`src/rtl/round_sequencer_if.sv`:
```
`default_nettype none
`timescale 1ns/1ps
// ============================================================================
// Module   : round_sequencer_if
// Purpose  : Game-flow bus between the round sequencer and its surroundings.
// Revision : 1.0
// ============================================================================
interface round_sequencer_if;
  logic        start;
  logic        button;
  logic        match;
  logic [1:0]  life;
  logic        en;
  logic [1:0]  level;
  logic        disp;
  logic [8:0]  seq1;
  logic [15:0] seq2;
  logic [24:0] seq3;
  logic        game_over;
  logic [7:0]  round_cnt;

  modport master (
    input  start, button, match, life,
    output en, level, disp, seq1, seq2, seq3, game_over, round_cnt
  );

  modport slave (
    output start, button, match, life,
    input  en, level, disp, seq1, seq2, seq3, game_over, round_cnt
  );
endinterface
`default_nettype wire

```
`src/rtl/round_sequencer.sv`:
```
`default_nettype none
`timescale 1ns/1ps
// ============================================================================
// Module   : round_sequencer
// Purpose  : Memory-game flow: pattern generation, show/input timing, judging.
// Revision : 1.0
// ============================================================================
module round_sequencer #(
  parameter int unsigned DISP_CYCLES    = 200000000,
  parameter int unsigned INPUT_CYCLES   = 500000000,
  parameter int unsigned WINS_PER_LEVEL = 3,
  parameter logic [24:0] SEED           = 25'h1ACE5
) (
  input  logic              clk,
  input  logic              reset,
  round_sequencer_if.master bus
);

  localparam int unsigned C_MAX_CYCLES =
    (DISP_CYCLES > INPUT_CYCLES) ? DISP_CYCLES : INPUT_CYCLES;
  localparam int C_TW = $clog2(C_MAX_CYCLES + 1);
  localparam int C_WW = $clog2(WINS_PER_LEVEL + 1);
  localparam logic [C_TW-1:0] C_DISP_LAST  = C_TW'(DISP_CYCLES - 1);
  localparam logic [C_TW-1:0] C_INPUT_LAST = C_TW'(INPUT_CYCLES - 1);
  localparam logic [C_WW-1:0] C_WINS       = C_WW'(WINS_PER_LEVEL);

  typedef enum logic [2:0] {
    S_IDLE  = 3'd0,
    S_GEN   = 3'd1,
    S_SHOW  = 3'd2,
    S_INPUT = 3'd3,
    S_JUDGE = 3'd4,
    S_OVER  = 3'd5
  } state_t;

  state_t            r_state;
  logic [24:0]       r_lfsr;
  logic [C_TW-1:0]   r_timer;
  logic [C_WW-1:0]   r_win_cnt;
  logic              r_pass;
  logic              r_en;
  logic              r_disp;
  logic [1:0]        r_level;
  logic [8:0]        r_seq1;
  logic [15:0]       r_seq2;
  logic [24:0]       r_seq3;
  logic              r_game_over;
  logic [7:0]        r_round_cnt;

  logic [24:0]       w_lfsr_next;
  logic [C_WW-1:0]   w_win_inc;

  // x^25 + x^22 + 1, shifting left
  assign w_lfsr_next = {r_lfsr[23:0], r_lfsr[24] ^ r_lfsr[21]};
  assign w_win_inc   = r_win_cnt + 1'b1;

  always_ff @(posedge clk or posedge reset) begin
    if (reset) begin
      r_state     <= S_IDLE;
      r_lfsr      <= SEED;
      r_timer     <= '0;
      r_win_cnt   <= '0;
      r_pass      <= 1'b0;
      r_en        <= 1'b0;
      r_disp      <= 1'b0;
      r_level     <= 2'd0;
      r_seq1      <= '0;
      r_seq2      <= '0;
      r_seq3      <= '0;
      r_game_over <= 1'b0;
      r_round_cnt <= 8'd0;
    end else begin
      case (r_state)
        S_IDLE: begin
          if (bus.start) r_state <= S_GEN;
        end
        S_GEN: begin
          r_lfsr <= w_lfsr_next;
          // An all-dark pattern is unplayable, so light cell 0 instead.
          case (r_level)
            2'd0:    r_seq1 <= (w_lfsr_next[8:0] == '0)  ? 9'd1  : w_lfsr_next[8:0];
            2'd1:    r_seq2 <= (w_lfsr_next[15:0] == '0) ? 16'd1 : w_lfsr_next[15:0];
            default: r_seq3 <= (w_lfsr_next == '0)       ? 25'd1 : w_lfsr_next;
          endcase
          r_timer <= '0;
          r_disp  <= 1'b1;
          r_state <= S_SHOW;
        end
        S_SHOW: begin
          if (r_timer == C_DISP_LAST) begin
            r_timer <= '0;
            r_disp  <= 1'b0;
            r_en    <= 1'b1;
            r_state <= S_INPUT;
          end else begin
            r_timer <= r_timer + 1'b1;
          end
        end
        S_INPUT: begin
          // A submit on the final window cycle still counts.
          if (bus.button) begin
            r_pass  <= bus.match;
            r_en    <= 1'b0;
            r_state <= S_JUDGE;
          end else if (r_timer == C_INPUT_LAST) begin
            r_pass  <= 1'b0;
            r_en    <= 1'b0;
            r_state <= S_JUDGE;
          end else begin
            r_timer <= r_timer + 1'b1;
          end
        end
        S_JUDGE: begin
          if (r_round_cnt != 8'hFF) r_round_cnt <= r_round_cnt + 8'd1;
          if (r_pass && (bus.life != 2'd0)) begin
            if (w_win_inc == C_WINS) begin
              r_win_cnt <= '0;
              if (r_level != 2'd2) r_level <= r_level + 2'd1;
            end else begin
              r_win_cnt <= w_win_inc;
            end
            r_state <= S_GEN;
          end else begin
            r_win_cnt <= '0;
            if (bus.life <= 2'd1) begin
              r_game_over <= 1'b1;
              r_state     <= S_OVER;
            end else begin
              r_state <= S_GEN;
            end
          end
        end
        S_OVER: begin
          if (bus.start) begin
            r_level     <= 2'd0;
            r_win_cnt   <= '0;
            r_round_cnt <= 8'd0;
            r_game_over <= 1'b0;
            r_state     <= S_GEN;
          end
        end
        default: r_state <= S_IDLE;
      endcase
    end
  end

  assign bus.en        = r_en;
  assign bus.disp      = r_disp;
  assign bus.level     = r_level;
  assign bus.seq1      = r_seq1;
  assign bus.seq2      = r_seq2;
  assign bus.seq3      = r_seq3;
  assign bus.game_over = r_game_over;
  assign bus.round_cnt = r_round_cnt;

endmodule
`default_nettype wire

```
`src/flat_wrapper.sv`:
```
// flat-port wrapper written by rule: the top's interface ports become plain ports
module round_sequencer_flat 
#(
  parameter int unsigned DISP_CYCLES    = 200000000,
  parameter int unsigned INPUT_CYCLES   = 500000000,
  parameter int unsigned WINS_PER_LEVEL = 3,
  parameter logic [24:0] SEED           = 25'h1ACE5
)
  (clk, reset, bus_start, bus_button, bus_match, bus_life, bus_en, bus_level, bus_disp, bus_seq1, bus_seq2, bus_seq3, bus_game_over, bus_round_cnt);
  round_sequencer_if bus_i ();
  input  logic clk;
  input  logic reset;
  input wire logic [$bits(bus_i.start)-1:0] bus_start;
  input wire logic [$bits(bus_i.button)-1:0] bus_button;
  input wire logic [$bits(bus_i.match)-1:0] bus_match;
  input wire logic [$bits(bus_i.life)-1:0] bus_life;
  output wire logic [$bits(bus_i.en)-1:0] bus_en;
  output wire logic [$bits(bus_i.level)-1:0] bus_level;
  output wire logic [$bits(bus_i.disp)-1:0] bus_disp;
  output wire logic [$bits(bus_i.seq1)-1:0] bus_seq1;
  output wire logic [$bits(bus_i.seq2)-1:0] bus_seq2;
  output wire logic [$bits(bus_i.seq3)-1:0] bus_seq3;
  output wire logic [$bits(bus_i.game_over)-1:0] bus_game_over;
  output wire logic [$bits(bus_i.round_cnt)-1:0] bus_round_cnt;
  assign bus_i.start = bus_start;
  assign bus_i.button = bus_button;
  assign bus_i.match = bus_match;
  assign bus_i.life = bus_life;
  assign bus_en = bus_i.en;
  assign bus_level = bus_i.level;
  assign bus_disp = bus_i.disp;
  assign bus_seq1 = bus_i.seq1;
  assign bus_seq2 = bus_i.seq2;
  assign bus_seq3 = bus_i.seq3;
  assign bus_game_over = bus_i.game_over;
  assign bus_round_cnt = bus_i.round_cnt;
  round_sequencer #(.DISP_CYCLES(DISP_CYCLES), .INPUT_CYCLES(INPUT_CYCLES), .WINS_PER_LEVEL(WINS_PER_LEVEL), .SEED(SEED)) u_core (.clk(clk), .reset(reset), .bus(bus_i));
endmodule
```
`config.mk`:
```
export PLATFORM = sky130hd
export DESIGN_NAME = round_sequencer_flat
export DESIGN_NICKNAME = d
export VERILOG_FILES = /design/src/rtl/round_sequencer_if.sv /design/src/rtl/round_sequencer.sv /design/src/flat_wrapper.sv
export SDC_FILE = /design/constraint.sdc
export NUM_CORES = 1
export LEC_CHECK = 0
export CAP_MARGIN = 0
export CELL_PAD_IN_SITES_DETAIL_PLACEMENT = 0
export CELL_PAD_IN_SITES_GLOBAL_PLACEMENT = 2
export CORE_ASPECT_RATIO = 0.75
export CORE_UTILIZATION = 33
export DETAILED_ROUTE_END_ITERATION = 6
export PLACE_DENSITY_LB_ADDON = 0.1
export REMOVE_ABC_BUFFERS = 1
export SLEW_MARGIN = 10
export SYNTH_ARGS = -nofsm -noshare
export SYNTH_HDL_FRONTEND = slang
export SYNTH_SLANG_ARGS = --single-unit
```
`constraint.sdc`:
```
create_clock -name clk -period 4.6 [get_ports clk]
set_input_delay 1.38 -clock clk [delete_from_list [all_inputs] [get_ports clk]]
set_output_delay 1.38 -clock clk [all_outputs]
set_load 0.005 [all_outputs]
```
==> summary.md, run 1 <==
| Metric | Value |
|---|---|
| Bufs on Longest Clock Path | 2 |
| Core Rows | between 40 and 50 |
| R2R cell count | 6 |
| Post-Synthesis Mean Instance Area | roughly 11 um^2 |
| Via density | ~5.2 |
| Total CTS buffers | 17 |
| Peak VDD IR | between 0.2 and 0.25 mV |
| HPWL after detailed placement | about 9700 um |
| Primary FF master, synth | dfrtp_1 |
| Max incr delay on CP | between 0.6 and 0.7 ns |
| N_diodes | 0 |
| CP max FO | 27 |
| YS warnings | 0 |
| Synth cell types | 56 |
| Hold depth | 2 |
| Vias in the first global route | 4026 |
| Die area | approximately 0.018 mm^2 |
| TritonCTS clock tree | yes |
| Fmax | between 0.3 and 0.4 GHz |
| Die W | 153.1 um |
| Post-CTS sizing | 0 |
| Outcome | completed |
| Initial Utilization | 33.68% |
| P_leak | around 3.0 nW |
| GRT overflow | 0 |
| Share of layout cells above drive strength 1 | between 20% and 30% |
| Placed insts | slightly below 800 |
| Critical path's slowest cell | o21ai_4 |
| Worst reg2reg path startpoint | u_core.r_timer[21] |
| Relative slew slack | roughly 28% |
| Layout Cells excl Fill | roughly 800 |
| Final WL | ~14000 um |
| Crit path time final | ~3.1 ns |
| All-layer global routing usage | between 10% and 20% |
| Tightest Pin Transition | 1.081 ns |
| Syn Inst Count | roughly 500 |
| Pre-CTS setup slack | between 1 and 1.5 ns |
| Max H-tree Level | 4 |
| First-pass GRT wire length | 23190 um |
| Drt pass-1 iters | 5 |
| Reg2reg setup slack | between 1 and 1.5 ns |
| # clock sinks | 123 |
| Min-Delay Path Class | reg2reg |
| Setup-failing EPs final | 0 |
| Pwr/cell area | 516.7 mW/mm^2 |
| Commonest cells after routing, fill and taps aside | dfrtp_1, clkdlybuf4s50_1, mux2_2, nand2_1, nor2_1 |
| Hold Crit Start | u_core.bus.seq3[10] |
| Drt wl/cell | between 15 and 20 um |
| Final slew viol count | 0 |
| GPL Wtd Cong | between 0.7 and 0.8 |
| Synthesized area | 0.005650 mm^2 |
| Worst EP required | around 5 ns |
| CP startpoint kind | register |
| Root Buffer | clkbuf_16 |
| Final WS setup | roughly 1.5 ns |
| Clk_lat worst skew | ~0.42 ns |
| EDFF count, synth | 0 |
| Critical Path End Type | register |
| Post-synth top area cell | dfrtp_1 |
| Filler cell count | 1609 |
| Antenna Nets Post-Route | 0 |
| Core Area | ~0.017 mm^2 |
| RSZ-0062 raised after global routing | false |
| Share of the synthesized area in the top cell type | 50.04% |
| Max Cap Violations | 0 |
| Critical-path cell list | or4b_1 -> or4_1 -> o31a_1 -> o21ai_4 -> o21ai_0 -> a21oi_1 |
| Hold EP | u_core.bus.seq3[10] |
| Sequential area share after synthesis | between 50% and 60% |
| I/O Buffers | 69 |
| Kind of critical path | reg2reg |
| Die Span Y | approximately 120 um |
| Worst Skew | ~0.011 ns |
| Final Net Count | 586 |
| Post-CTS Setup Inserts | 0 |
| DRT iter0 DRCs | 291 |
| DRC Markers | 0 |
| Worst path arrival time | around 3.4 ns |
| Power Total | approximately 3.7 mW |
| Synth area leaders | dfrtp_1, mux2_2, dfstp_2, nand2_1, nor2_1 |
| Clk slew on worst S/H paths | roughly 0.060 ns |
| Post-CTS Hold Fix Bufs | 0 |
| P&R area growth vs syn | 26.33% |
| Worst r2r dst | u_core.r_timer[4] |
| Commonest non-fill, non-tap cell in the layout | dfrtp_1 |
| Yosys reg bits | approximately 120 |
| Largest net degree at the start of global routing | 63 |
| Initial antenna violation count | 0 |
| Hold violation count in the final report | 0 |
| Final Cycle Share | roughly 67% |
| Routed vias | roughly 4200 |
| Synth async-reset ratio | between 90% and 100% |
| # IOs | 70 |
==> cell usage after synthesis (all sizes together), types with 3 or more instances <==
| master | number |
|---|---|
| a21oi | 21 |
| a22o | 12 |
| a31oi | 3 |
| and2 | 6 |
| and3 | 8 |
| and4 | 3 |
| buf | 6 |
| clkbuf | 15 |
| dfrtp | 113 |
| dfstp | 10 |
| ha | 5 |
| inv | 10 |
| mux2 | 59 |
| nand2 | 44 |
| nand2b | 5 |
| nand3 | 16 |
| nand4 | 11 |
| nor2 | 31 |
| nor3 | 9 |
| nor4 | 12 |
| o2111ai | 3 |
| o211ai | 6 |
| o21a | 3 |
| o21ai | 24 |
| o31ai | 4 |
| or3 | 14 |
| or4 | 10 |
| xnor2 | 5 |
| xor2 | 9 |
==> registers in the layout, indices dropped and copies added, names as in the netlist <==
signal and count:
u_core.r_pass 1, u_core.r_win_cnt 2, u_core.bus.disp 1, u_core.bus.seq3 25
u_core.bus.seq2 16, u_core.r_lfsr 25, u_core.bus.en 1, u_core.bus.game_over 1
u_core.bus.level 2, u_core.r_timer 29, u_core.bus.seq1 9, u_core.bus.round_cnt 8
u_core.r_state 3
==> worst max path at each step <==
stage | slack (ns) | from | cells after the start | to
2_1_floorplan | -0.03 | reset | 1 | u_core.bus.disp
3_3_place_gp | 1.17 | bus_button | 6 | u_core.r_timer[20]
5_1_grt | 1.29 | u_core.r_timer[21] | 6 | u_core.r_timer[4]
3_5_place_dp | 1.10 | bus_button | 6 | u_core.r_timer[21]
6_report | 1.50 | u_core.r_timer[21] | 6 | u_core.r_timer[4]
4_1_cts | 1.49 | u_core.r_timer[21] | 6 | u_core.r_timer[16]
==> logic make-up (layout without fill, tap and decap cells) <==
group	count (synthesis)	in the layout	synth area share, %
AO/OA/AOI/OAI	87	87	10.54
XOR/XNOR	14	14	2.170
adder cells (fa/ha/maj)	5	5	1.107
buffers and inverters	31	117	2.546
flip-flops	123	123	54.69
multiplexers	60	60	11.94
AND/OR/NAND/NOR	181	181	17.01
==> metal layers <==
metal	wire, um	part of all wire, %	vias to the layer above	global-route usage, %
met1	7679	54	2093	27.08
li1	-	-	1991	-
met4	116	0.82	0	6.465
met5	0	0	-	0
met2	5607	40	95	22.31
met3	747	5.3	10	4.259
==> layout make-up <==
class | instances | area (um^2) | share of cell area (%)
clock buffer | 18 | 439.2 | 6.152
multi-input combinational | 347 | 2416 | 33.85
sequential | 123 | 3090 | 43.30
tap | 215 | 269.0 | 3.769
inverter | 10 | 40.04 | 0.5609
timing repair buffer | 75 | 748.2 | 10.48
clock inverter | 14 | 135.1 | 1.893
==> report_power, final <==
group / internal (mW) / switching (mW) / total, mW
registers: 1.29 / 0.204 / 1.49
clock network: 0.766 / 0.525 / 1.29
logic: 0.428 / 0.479 / 0.907
==> metrics by stage <==
stage	hold slack, ns	instance area (um^2)	util [%]	TNS (ns)
final	0.4844	7138	42.55	0
after floorplan	0.4699	5544	-	-3.879
after global routing	0.5133	7138	42.55	0
after global placement	0.4634	6564	39.13	0
after detailed placement	0.4692	6564	39.13	0
after CTS	0.4895	7138	42.55	0
==> critical path: cells and delay by family, from the launching register on <==
family,cells,cell delay (ns)
DFF,1,0.45
AOI/OAI and AO/OA,4,1.46
and+or+nand+nor,2,1.10
Power figures use the tool's default switching activity.
==> run 2, diff against run 1 <==
--- a/config.mk
+++ b/config.mk
@@ -9,7 +9,7 @@
 export CELL_PAD_IN_SITES_DETAIL_PLACEMENT = 0
 export CELL_PAD_IN_SITES_GLOBAL_PLACEMENT = 2
 export CORE_ASPECT_RATIO = 0.75
-export CORE_UTILIZATION = 33
+export CORE_UTILIZATION = 37
 export DETAILED_ROUTE_END_ITERATION = 6
 export PLACE_DENSITY_LB_ADDON = 0.1
 export REMOVE_ABC_BUFFERS = 1
==> constraint.sdc (replaced) <==
create_clock -name clk -period 3.2 [get_ports clk]
set_input_delay 0.96 -clock clk [delete_from_list [all_inputs] [get_ports clk]]
set_output_delay 0.96 -clock clk [all_outputs]
set_load 0.005 [all_outputs]
==> summary.md, run 2 (synthesized netlist as in run 1, its figures left out) <==
| Metric | Value |
|---|---|
| Cell family with the largest share of critical-path delay | simple AND/OR/NAND/NOR gates |
| Post-DP Area | 0.006610 mm^2 (+0.71%) |
| Drt wl/cell | 17.60 um (-0.26%) |
| Post-CTS Hold Fix Bufs | 0 (unchanged) |
| Die Span Y | 109.0 um (-5.5%) |
| Bufs on Longest Clock Path | 2 (unchanged) |
| Critical path's slowest cell | o21ai_4 |
| Crit path time final | 2.879 ns (-0.2252 ns) |
| Vias in the first global route | 4216 (+4.7%) |
| Max reg flops | 29 (unchanged) |
| RSZ-0062 raised after global routing | false |
| P&R area growth vs syn | 26.93% |
| Multi-input logic area | 0.002416 mm^2 (unchanged) |
| Core Area | 0.01469 mm^2 (-12%) |
| N_diodes | 0 (unchanged) |
| Hold violation count in the final report | 0 (unchanged) |
| Share of layout cells above drive strength 1 | 20.88% (+0.77 points) |
| CP max FO | 27 (unchanged) |
| Largest net degree at the start of global routing | 64 (+1.6%) |
| Filler cell count | 1339 (-17%) |
| Final WL | 13970 um (-1.3%) |
| Antenna Nets Post-Route | 0 (unchanged) |
| Max Cap Violations | 0 (unchanged) |
| DRC Markers | 0 (unchanged) |
| Max H-tree Level | 4 (unchanged) |
| Tightest Pin Transition | 0.8161 ns (-0.2652 ns) |
| Via density | 5.293 (+1.3%) |
| Initial antenna violation count | 0 (unchanged) |
| CP startpoint kind | register |
| Worst EP required | 3.46 ns (-1.47 ns) |
| HPWL after detailed placement | 9723 um (+0.53%) |
| Max incr delay on CP | 0.57 ns (-0.05 ns) |
| Final Cycle Share | 89.97% (+22 points) |
| Outcome | completed |
| Top reg by flops | u_core.r_timer |
| TritonCTS clock tree | yes |
| Final Net Count | 593 (+1.2%) |
| Routed vias | 4203 (+0.33%) |
| Min-Delay Path Class | reg2reg |
| Critical Path End Type | register |
| First-pass GRT wire length | 23270 um (+0.33%) |
| Total area of sequential cells | 0.003090 mm^2 (unchanged) |
| Clk slew on worst S/H paths | 0.06 ns (about the same) |
| Initial Utilization | 38.46% (+4.8 points) |
| Commonest non-fill, non-tap cell in the layout | dfrtp_1 |
| Die W | 144.7 um (-5.5%) |
| Post-route design area | 0.007172 mm^2 (+0.47%) |
| DRT iter0 DRCs | 254 (-13%) |
| Critical-path cell list | or4b_1 -> or4_1 -> o31a_1 -> o21ai_4 -> or4_1 -> a21oi_1 |
| Post-CTS Setup Inserts | 0 (unchanged) |
| Commonest cells after routing, fill and taps aside | dfrtp_1, clkdlybuf4s50_1, mux2_2, nand2_1, nor2_1 |
| Worst path arrival time | 3.13 ns (-0.31 ns) |
| Die area | 0.01577 mm^2 (-11%) |
| GRT overflow | 0 (unchanged) |
| Relative slew slack | 44.91% (+17 points) |
| All-layer global routing usage | 19.65% (+2.3 points) |
| Post-CTS sizing | 0 (unchanged) |
| Worst path bufs/invs | 0 (unchanged) |
| GPL Wtd Cong | 0.7853 (about the same) |
| Final TNS setup | 0 ns (unchanged) |
| Clk_lat worst skew | 0.40 ns (-0.02 ns) |
| Drt pass-1 iters | 4 (-1) |
| Final slew viol count | 0 (unchanged) |
| Most used cell, CP | or4_1 |
| Root Buffer | clkbuf_16 |
| Kind of critical path | reg2reg |
| Fmax | 0.3473 GHz (+7.8%) |
| Worst Skew | 0.01174 ns (+0.0003923 ns) |
| Peak VDD IR | 0.3854 mV (+62%) |
| Setup-failing EPs final | 0 (unchanged) |
| Total CTS buffers | 17 (unchanged) |
| # clock sinks | 123 (unchanged) |
| I/O Buffers | 69 (unchanged) |
| # IOs | 70 (unchanged) |
| P_leak | 3.073 nW (+1.2%) |
| Core Rows | 38 (-7.3%) |
| Pwr/cell area | 736.6 mW/mm^2 (+43%) |
run 2: cell count changes in the layout (fill, tap and decap cells not counted), sizes merged:
cell,delta
buf,+7
clkinv,-1
clkinvlp,-1
inv,+2
run 2: worst paths after layout:
check | start | end | slack (ns) | depth (start not counted)
worst min register to register | u_core.bus.seq3[10] | u_core.bus.seq3[10] | 0.49 | 2
worst min-delay path | u_core.bus.seq3[10] | u_core.bus.seq3[10] | 0.49 | 2
worst max-delay path | u_core.r_timer[21] | u_core.r_timer[21] | 0.32 | 6
worst max register to register | u_core.r_timer[21] | u_core.r_timer[21] | 0.32 | 6
min in group asynchronous | reset | u_core.bus.seq1[5] | 0.88 | 2
max in group asynchronous | reset | u_core.r_lfsr[16] | 1.67 | 3
run 2: worst register-to-register path, stage by stage, from the launching register on:
cell	delay, ns
dfrtp_1	0.43
or4b_1	0.52
or4_1	0.56
o31a_1	0.37
o21ai_4	0.57
or4_1	0.22
a21oi_1	0.07
run 2: report_power, final:
group / leakage, nW / total (mW) / switching [mW] / internal (mW)
combinational: 1.16 / 1.30 / 0.672 / 0.632
clock: 0.269 / 1.81 / 0.732 / 1.08
sequential: 1.64 / 2.16 / 0.315 / 1.85
total: 3.07 / 5.28 / 1.72 / 3.56
run 2: stage by stage:
stage | power [mW] | util [%] | cells | worst slack (ns) | hold WS [ns]
after floorplan | 2.869 | - | 480 | -1.014 | 0.4699
after global placement | 3.486 | 44.99 | 762 | 0.3753 | 0.4586
after detailed placement | 3.511 | 44.99 | 762 | 0.3191 | 0.4777
after CTS | 5.370 | 48.82 | 794 | 0.3063 | 0.5012
after global routing | 5.638 | 48.82 | 794 | 0.1305 | 0.5142
final | 5.283 | 48.82 | 794 | 0.3210 | 0.4891
run 2: final cells by class:
class / instances / area share, %
Clock inverter: 14 / 1.849
Clock buffer: 18 / 5.984
Tap cell: 200 / 3.489
Inverter: 10 / 0.5583
Multi-Input combinational cell: 347 / 33.69
Sequential cell: 123 / 43.09
Timing Repair Buffer: 82 / 11.34
run 2: metal layers:
| metal | routed length (um) | vias up | global-route usage (%) | share of wire [%] |
|---|---|---|---|---|
| met4 | 54 | 0 | 5.188 | 0.39 |
| met5 | 0 | - | 0 | 0 |
| met3 | 612 | 4 | 5.138 | 4.4 |
| met1 | 7731 | 2103 | 31.01 | 55 |
| met2 | 5575 | 84 | 25.89 | 40 |
| li1 | - | 2012 | - | - |
